--- src/rtl/ad9866_spi_responder.sv ---
// AD9866 serial control port responder: 16-bit frames, MSB first, 4-wire mode.
// Holds the control register file, commits writes, returns register data on sdo
// and exposes the RX/TX gain fields.
module ad9866_spi_responder #(
  parameter int unsigned NUM_REGS = 20
) (
  input  logic       clk,
  input  logic       reset,
  input  logic       sclk,
  input  logic       sen_n,
  input  logic       sdio,
  output logic       sdo,
  output logic       wr_stb,
  output logic [4:0] wr_addr,
  output logic [7:0] wr_data,
  output logic [5:0] rx_gain,
  output logic [5:0] tx_gain,
  output logic       frame_err
);

  localparam logic [1:0] StIdle  = 2'd0;
  localparam logic [1:0] StInstr = 2'd1;
  localparam logic [1:0] StData  = 2'd2;
  localparam logic [1:0] StDone  = 2'd3;

  logic [1:0] state_q, state_d;
  logic [4:0] bitcnt_q, bitcnt_d;
  logic [6:0] shreg_q, shreg_d;
  logic [4:0] addr_q, addr_d;
  logic       rd_q, rd_d;
  logic       sdo_q, sdo_d;
  logic       armed_q, armed_d;
  logic       sclk_q;
  logic       wr_stb_q, wr_stb_d;
  logic [4:0] wr_addr_q, wr_addr_d;
  logic [7:0] wr_data_q, wr_data_d;
  logic       frame_err_q, frame_err_d;
  logic       commit;
  logic [7:0] regs_q [NUM_REGS];

  logic       rise, fall;
  logic [7:0] shift_val;
  logic [7:0] rdbuf;
  logic       addr_ok;

  assign rise      = sclk & ~sclk_q & ~sen_n;
  assign fall      = ~sclk & sclk_q & ~sen_n;
  assign shift_val = {shreg_q, sdio};
  assign addr_ok   = 32'(addr_q) < NUM_REGS;

  // Read buffer and gain taps decoded from the register file.
  always_comb begin
    rdbuf   = 8'h00;
    rx_gain = 6'd0;
    tx_gain = 6'd0;
    for (int i = 0; i < int'(NUM_REGS); i++) begin
      if (addr_q == i[4:0]) rdbuf = regs_q[i];
      if (i == 9)  rx_gain = regs_q[i][5:0];
      if (i == 10) tx_gain = regs_q[i][5:0];
    end
  end

  // Frame sequencing, shifting, commit decision and sdo next-state.
  always_comb begin
    state_d     = state_q;
    bitcnt_d    = bitcnt_q;
    shreg_d     = shreg_q;
    addr_d      = addr_q;
    rd_d        = rd_q;
    sdo_d       = sdo_q;
    armed_d     = armed_q;
    wr_stb_d    = 1'b0;
    wr_addr_d   = wr_addr_q;
    wr_data_d   = wr_data_q;
    frame_err_d = 1'b0;
    commit      = 1'b0;

    if (sen_n) begin
      // Deselect mid-frame is an abort.
      if (bitcnt_q != 5'd0 && bitcnt_q != 5'd16) frame_err_d = 1'b1;
      state_d  = StIdle;
      bitcnt_d = 5'd0;
      sdo_d    = 1'b0;
      armed_d  = 1'b1;
    end else if (armed_q) begin
      // armed_q blocks frames that were already in progress when reset hit.
      case (state_q)
        StIdle, StInstr: begin
          state_d = StInstr;
          if (rise) begin
            shreg_d  = shift_val[6:0];
            bitcnt_d = bitcnt_q + 5'd1;
            if (bitcnt_q == 5'd7) begin
              addr_d  = shift_val[4:0];
              rd_d    = shift_val[7];
              state_d = StData;
            end
          end
        end
        StData: begin
          if (rise) begin
            shreg_d  = shift_val[6:0];
            bitcnt_d = bitcnt_q + 5'd1;
            if (bitcnt_q == 5'd15) begin
              state_d = StDone;
              if (!rd_q) begin
                if (addr_ok) begin
                  commit    = 1'b1;
                  wr_stb_d  = 1'b1;
                  wr_addr_d = addr_q;
                  wr_data_d = shift_val;
                end else begin
                  frame_err_d = 1'b1;
                end
              end
            end
          end
        end
        default: ;  // StDone: rises ignored, bitcnt stays at 16
      endcase

      // bitcnt 8..15 maps to rdbuf bit 7..0, i.e. the inverted low three bits.
      if (fall) begin
        if (rd_q && bitcnt_q >= 5'd8 && bitcnt_q < 5'd16) sdo_d = rdbuf[~bitcnt_q[2:0]];
        else sdo_d = 1'b0;
      end
    end
  end

  // Control state registers.
  always_ff @(posedge clk) begin
    if (reset) begin
      state_q     <= StIdle;
      bitcnt_q    <= 5'd0;
      shreg_q     <= 7'd0;
      addr_q      <= 5'd0;
      rd_q        <= 1'b0;
      sdo_q       <= 1'b0;
      armed_q     <= 1'b0;
      sclk_q      <= 1'b0;
      wr_stb_q    <= 1'b0;
      wr_addr_q   <= 5'd0;
      wr_data_q   <= 8'd0;
      frame_err_q <= 1'b0;
    end else begin
      state_q     <= state_d;
      bitcnt_q    <= bitcnt_d;
      shreg_q     <= shreg_d;
      addr_q      <= addr_d;
      rd_q        <= rd_d;
      sdo_q       <= sdo_d;
      armed_q     <= armed_d;
      sclk_q      <= sclk;
      wr_stb_q    <= wr_stb_d;
      wr_addr_q   <= wr_addr_d;
      wr_data_q   <= wr_data_d;
      frame_err_q <= frame_err_d;
    end
  end

  // Register file; writes land on the edge after the 16th rise.
  always_ff @(posedge clk) begin
    for (int i = 0; i < int'(NUM_REGS); i++) begin
      if (reset) regs_q[i] <= 8'h00;
      else if (commit && addr_q == i[4:0]) regs_q[i] <= shift_val;
    end
  end

  assign sdo       = sdo_q;
  assign wr_stb    = wr_stb_q;
  assign wr_addr   = wr_addr_q;
  assign wr_data   = wr_data_q;
  assign frame_err = frame_err_q;

endmodule

--- config.mk ---
export PLATFORM = sky130hd
export DESIGN_NAME = ad9866_spi_responder
export DESIGN_NICKNAME = d
export VERILOG_FILES = /design/src/rtl/ad9866_spi_responder.sv
export SDC_FILE = /design/constraint.sdc
export NUM_CORES = 1
export LEC_CHECK = 0
export ABC_AREA = 1
export CAP_MARGIN = 30
export CORE_AREA = 2 2 127 129
export DETAILED_ROUTE_END_ITERATION = 10
export DIE_AREA = 0 0 129 131
export PLACE_DENSITY = 0.83
export SETUP_SLACK_MARGIN = 0.4
export SYNTH_ARGS = -nofsm -noshare
export SYNTH_HDL_FRONTEND = slang
export SYNTH_SLANG_ARGS = --single-unit
--- constraint.sdc ---
create_clock -name clk -period 7.4 [get_ports clk]
set_input_delay 2.22 -clock clk [delete_from_list [all_inputs] [get_ports clk]]
set_output_delay 2.22 -clock clk [all_outputs]
set_load 0.1 [all_outputs]
# [After elaboration in Yosys (flattened, before gate mapping)]
# Memory sizes are Yosys's and may differ from the RTL's.
# Index checks and enable logic that the tools add are counted.
[totals] register_bits=38 latch_bits=0 mem_bits_rw=160 mem_bits_ro=0 word_cells=234 mem_count=1
[mem_list] memory="regs_q" depth=20 width=8 rd=20 rd_ports_with_merged_regs=0 wr=20 line="39" rtl="logic [7:0] regs_q [NUM_REGS];"
[classes] add_sub_neg=1 n_mul=0 div_mod_pow=0 n_lt_le_gt_ge=4 n_eq_ne=26 n_shift=0 muxes=125 bitwise_logic=29 reduce_logical=36
[op_table] cell="8-bit two-way mux" count=40
[op_table] cell="1-bit two-way mux" count=79
[op_table] cell="5-bit by 4-bit equality test with 1-bit output, second input constant" count=9
[op_table] cell="5-bit by 3-bit equality test with 1-bit output, second input constant" count=5
[op_table] cell="1-bit logical AND" count=23
[op_table] cell="5-bit equality test, second input constant" count=4
[op_table] cell="1-bit bitwise OR" count=20
[op_table] cell="5-bit by 2-bit equality test with 1-bit output, second input constant" count=2
[op_table] cell="5-bit less-than comparator, second input constant" count=2
[op_table] cell="2-bit two-way mux" count=4
[op_table] cell="4-bit AND reduction" count=2
[op_table] cell="7-bit AND reduction" count=1
[op_table] cell="5-bit by 1-bit adder with 5-bit output, second input constant" count=1
[op_table] cell="5-bit by 1-bit equality test with 1-bit output, second input constant" count=1
[op_table] cell="5-bit by 4-bit >= comparator with 1-bit output, second input constant" count=1
[op_table] cell="5-bit logical NOT" count=1
[op_table] cell="5-bit != test, second input constant" count=1
[op_table] cell="5-bit AND reduction" count=1
[op_table] cell="5-bit nonzero test" count=1
[op_table] cell="1-bit AND" count=4
[op_table] cell="3-bit by 4-bit less-than comparator with 1-bit output, second input constant" count=1
[op_table] cell="2-bit != test, second input constant" count=2
[op_table] cell="1-bit inverter" count=4
[op_table] cell="2-bit one-hot mux with 2 select lines" count=1
[op_table] cell="other kinds (10)" count=11

# [Logic depth before layout (Yosys ltp)]
[logic_depth] ltp_word=24 depth_mapped=21 mapped_depth_nobuf=21

# [Worst setup path after synthesis]
# Ideal clock, no wire load.
[synth_path] path_type="input port to flip-flop" from="input port sclk" to="memory regs_q[7][1], in the netlist regs_q[1][25], enable pin" setup_ns=0.384 arrival_time_ns=3.850 t_required_ns=7.016 path_slack_ns=3.166 path_stages=9 path_buffers=1 cell_sequence="inv_1 nor2_1 nand2_1 nor3_4 inv_1 nor2_2 inv_1 clkbuf_1 o21ai_0"
[synth_lines] element="from (decl)" line="9" rtl="input logic sclk,"
[synth_lines] element="to (decl)" line="39"

==> flow_results.org <==
** Die
- The die is around 130 um tall.
- The floorplan has 46 rows.
- Once the floorplan was initialized, standard cells occupied a little under three fifths of the core.
- Core region area :: between 15000 and 20000 um^2
- 33 I/O pins were placed.
- Width of the chip :: between 100 and 150 um
- The floorplan step defined a die boundary enclosing about 17000 um^2.

** Synth
- Count of state elements after synthesis :: a little under 200
- Of the synthesized area, sequential elements account for a little over 60%.
- Distinct cells, synth :: 25
- Cell area after technology mapping :: between 8000 and 9000 um^2
- Synthesis produced 970 cells.
- Synth warnings :: 0
- Synthesis produced a netlist with a net count of between 900 and 1000.
- After synthesis, the mean cell area works out to 9.25 um^2.

** Clocking
- Root buf cell :: clkbuf_16
- Number of hold buffers added after cts :: 0
- TritonCTS built the clock tree.
- After clock tree synthesis, the setup repair step added 0 buffers.
- H-Tree Level Count :: 4
- Number of clock sinks seen by CTS :: a little under 200
- TritonCTS created 17 clock buffers.
- Clock-pin slew on the worst setup and hold paths :: approximately 0.07 ns
- Gates resized during post-CTS repair numbered 0.
- Clock buffer depth :: 2
- The later pin in the worst-skew pair is clocked with a latency of 0.44 ns.

** STA
- Slew Limit Fails :: 0
- Relative slew margins :: between 20% and 30%
- Achievable clock frequency :: 177 MHz
- Setup Skew :: between 0.009 and 0.01 ns
- Final hold violation count :: 0
- Fin crit period :: approximately 5.6 ns
- Final setup TNS :: 0 ns
- Setup-failing EPs final :: 0
- Of the available clock period, the critical path in the final layout requires 76.2%.
- At the pin with the least slew margin, the transition time is ~1.1 ns.
- Setup repair after global routing left no endpoint under its margin.

** Routing
- DR vias :: 6926
- Before antenna repair, the detailed router went through 8 iterations.
- Routed length per placed instance :: between 15 and 20 um
- In the routed design, unresolved DRC markers number 0.
- Drt total wl :: about 21 mm
- The detail route stage leaves a number of antenna-violating nets equal to 0.
- For this block, the initial DRC count from the detailed router was 830.
- In the routed layout, each cell is associated on average with a via count of ~5.6.

** Placed design
- Once placement finished, the instance area stood at between 9000 and 10000 um^2.
- # port buffers :: 32
- At the end of routability-driven placement, the weighted congestion stood at between 0.8 and 0.9.
- Final HPWL DP :: approximately 14 mm

** Power and ir drop
- The share of total power dissipated in combinational logic is 4.4%.
- The internal portion of the total power is ~1.8 mW.
- Sequential share of power :: 54.6%
- The clock network accounts for approximately 41% of the total power.
- Power Density :: roughly 220 nW/um^2
- In this run the static leakage power is 3.74 nW.
- Worst VDD drop :: between 0.1 and 0.15 mV
- For this design the total switching power over the nets is ~0.49 mW.
- Sw Share :: about 22%

** Cells and area
- The layout has 1170 filler cells.
- Multi-input gate area :: 2840 um^2
- Most frequent standard cell in the layout excluding fill and tap cells :: nand2_1
- Fraction of final layout cells sized beyond drive strength 1 :: 11.0%
- Antenna cells :: 0
- In the final design database the tool counted 1005 nets.
- From synthesis to final layout, the design area changed by 13.6%.
- Cells fill about two thirds of the core in the end.
- After routing the design area is 10200 um^2.
- Most frequent cells in the layout :: nand2_1 (209), nor2_1 (201), edfxtp_1 (160)
- The sequential cells in the finished layout cover a total of roughly 5600 um^2.

** Critical path
- CP cell instances :: clkdlybuf4s50_1 -> inv_1 -> nor2_1 -> nand2_1 -> nor3_4 -> inv_1 -> nor2_2 -> inv_1 -> o21ai_0
- STA puts the critical path data required time at about 7.5 ns.
- On the critical path the largest part of the delay comes from simple AND/OR/NAND/NOR gates.
- Crit path kind :: in2reg
- STA classifies the critical path endpoint as a register.
- Arrival time of the worst setup path :: 5.69 ns
- Most numerous cell on the critical path :: inv_1
- Delay of the slowest cell on the worst path :: 0.91 ns
- Total buffers and inverters traversed by the critical path :: 4
- The largest individual stage delay along the critical path comes from the cell o21ai_0.
- Of all nets on the critical path, the largest fanout is 24.
- The worst setup path is launched from an input port.

** GRT
- After global routing the overflow that remains totals 0.
- Initial antenna violation count :: 0
- Global routing usage summed across all routing layers :: between 20% and 30%
- First-pass GRT wire length :: roughly 33 mm
- Via count of the first global-routing pass :: around 6400
- Pin count of the biggest net entering global routing :: 38

** Worst hold path
- The tightest min-delay check is of the reg2reg type.

** Flow run
- The tool flagged a number of max-cap violations equal to 0.

** Status
- The flow ran to the end, and the final reports show no timing, DRC or antenna violations.
[cell type report]
cell class	count	share of cell area (%)
well taps	216	2.65
repair buffers	52	5.45
multi-input cells	634	27.9
flip-flops and latches	198	54.6
clock buffers	23	5.43
clock inverters	9	0.540
inverters	94	3.46
[Yosys cell counts]
cell / n / area share (%)
a21oi_1: 40 / 2.2
inv_1: 79 / 3.3
nand3_2: 1 / 0.11
dfxtp_1: 38 / 8.5
o21ai_0: 44 / 2.5
o21bai_1: 1 / 0.084
nor2_1: 201 / 8.4
nand2_1: 209 / 8.7
or2_2: 15 / 1.0
or2_0: 10 / 0.70
clkbuf_1: 31 / 1.3
o21ai_1: 3 / 0.17
nor4_1: 1 / 0.070
nor2_4: 7 / 0.88
inv_2: 15 / 0.63
nor3_4: 1 / 0.18
a31oi_1: 1 / 0.070
ha_1: 3 / 0.42
nor3_1: 3 / 0.17
nand4_1: 28 / 2.0
nor2_2: 9 / 0.63
nand2_2: 11 / 0.77
nand3_1: 46 / 2.6
edfxtp_1: 160 / 54
buf_4: 13 / 1.1
[worst paths after layout]
| check | from | endpoint | slack, ns | depth (start not counted) |
|---|---|---|---|---|
| hold reg to reg | sdo$_SDFFE_PP0P_ | sdo$_SDFFE_PP0P_ | 0.48 | 2 |
| setup / recovery | sclk | regs_q[3][8]$_SDFFCE_PN0P_ | 1.76 | 9 |
| setup reg to reg | bitcnt_q[0]$_SDFFE_PP0P_ | regs_q[3][8]$_SDFFCE_PN0P_ | 3.10 | 12 |
| hold / removal | sdo$_SDFFE_PP0P_ | sdo$_SDFFE_PP0P_ | 0.48 | 2 |
[sequential cells by signal, indices dropped and copies added (netlist names), 2 cells and up]
signal,count
addr_q,5
bitcnt_q,5
regs_q,160
shreg_q,7
state_q,2
wr_addr,5
wr_data,8
[per-stage QoR]
step           total power, mW  hold WS [ns]  setup WS [ns]  std cells
2_1_floorplan             1.33         0.447           3.17        970
3_3_place_gp              1.35         0.453           1.39       1178
3_5_place_dp              1.36         0.461           1.30       1191
4_1_cts                   2.28         0.476           1.72       1223
5_1_grt                   2.33         0.500           1.34       1226
6_report                  2.28         0.477           1.76       1226
[tightest hold or removal path, delay by kind of cell, from the launching register on]
| kind | cells | cell delay, ns |
|---|---|---|
| AOI/OAI and AO/OA | 1 | 0.06 |
| DFF | 1 | 0.32 |
| and+or+nand+nor | 1 | 0.06 |
[power groups by stage]
| stage | combinational (mW) | clock (mW) | sequential, mW |
|---|---|---|---|
| CTS | 0.0977 | 0.937 | 1.24 |
| floorplan | 0.0634 | 0 | 1.26 |
| finish | 0.0994 | 0.934 | 1.24 |
| global placement | 0.0867 | 0 | 1.27 |
| global route | 0.106 | 0.981 | 1.25 |
| detailed placement | 0.0973 | 0 | 1.27 |
[per-layer routing]
metal,global-route usage [%],vias to the layer above,wire length [um]
met1,36.1,3233,8610
met4,13.0,0,667
met5,0,-,0
met3,5.33,64,1910
li1,-,3226,-
met2,41.0,403,9970
[cell families (layout without fill, tap and decap cells)]
kind of cell	Yosys count	in the layout	synth area share, %
AND/OR/NAND/NOR	542	542	26.2
adder cells (fa/ha/maj)	3	3	0.418
AO/OA/AOI/OAI	89	89	5.01
buffers and inverters	138	178	6.32
flip-flops	198	198	62.0
Note: power is estimated with default switching activity, not from simulation.
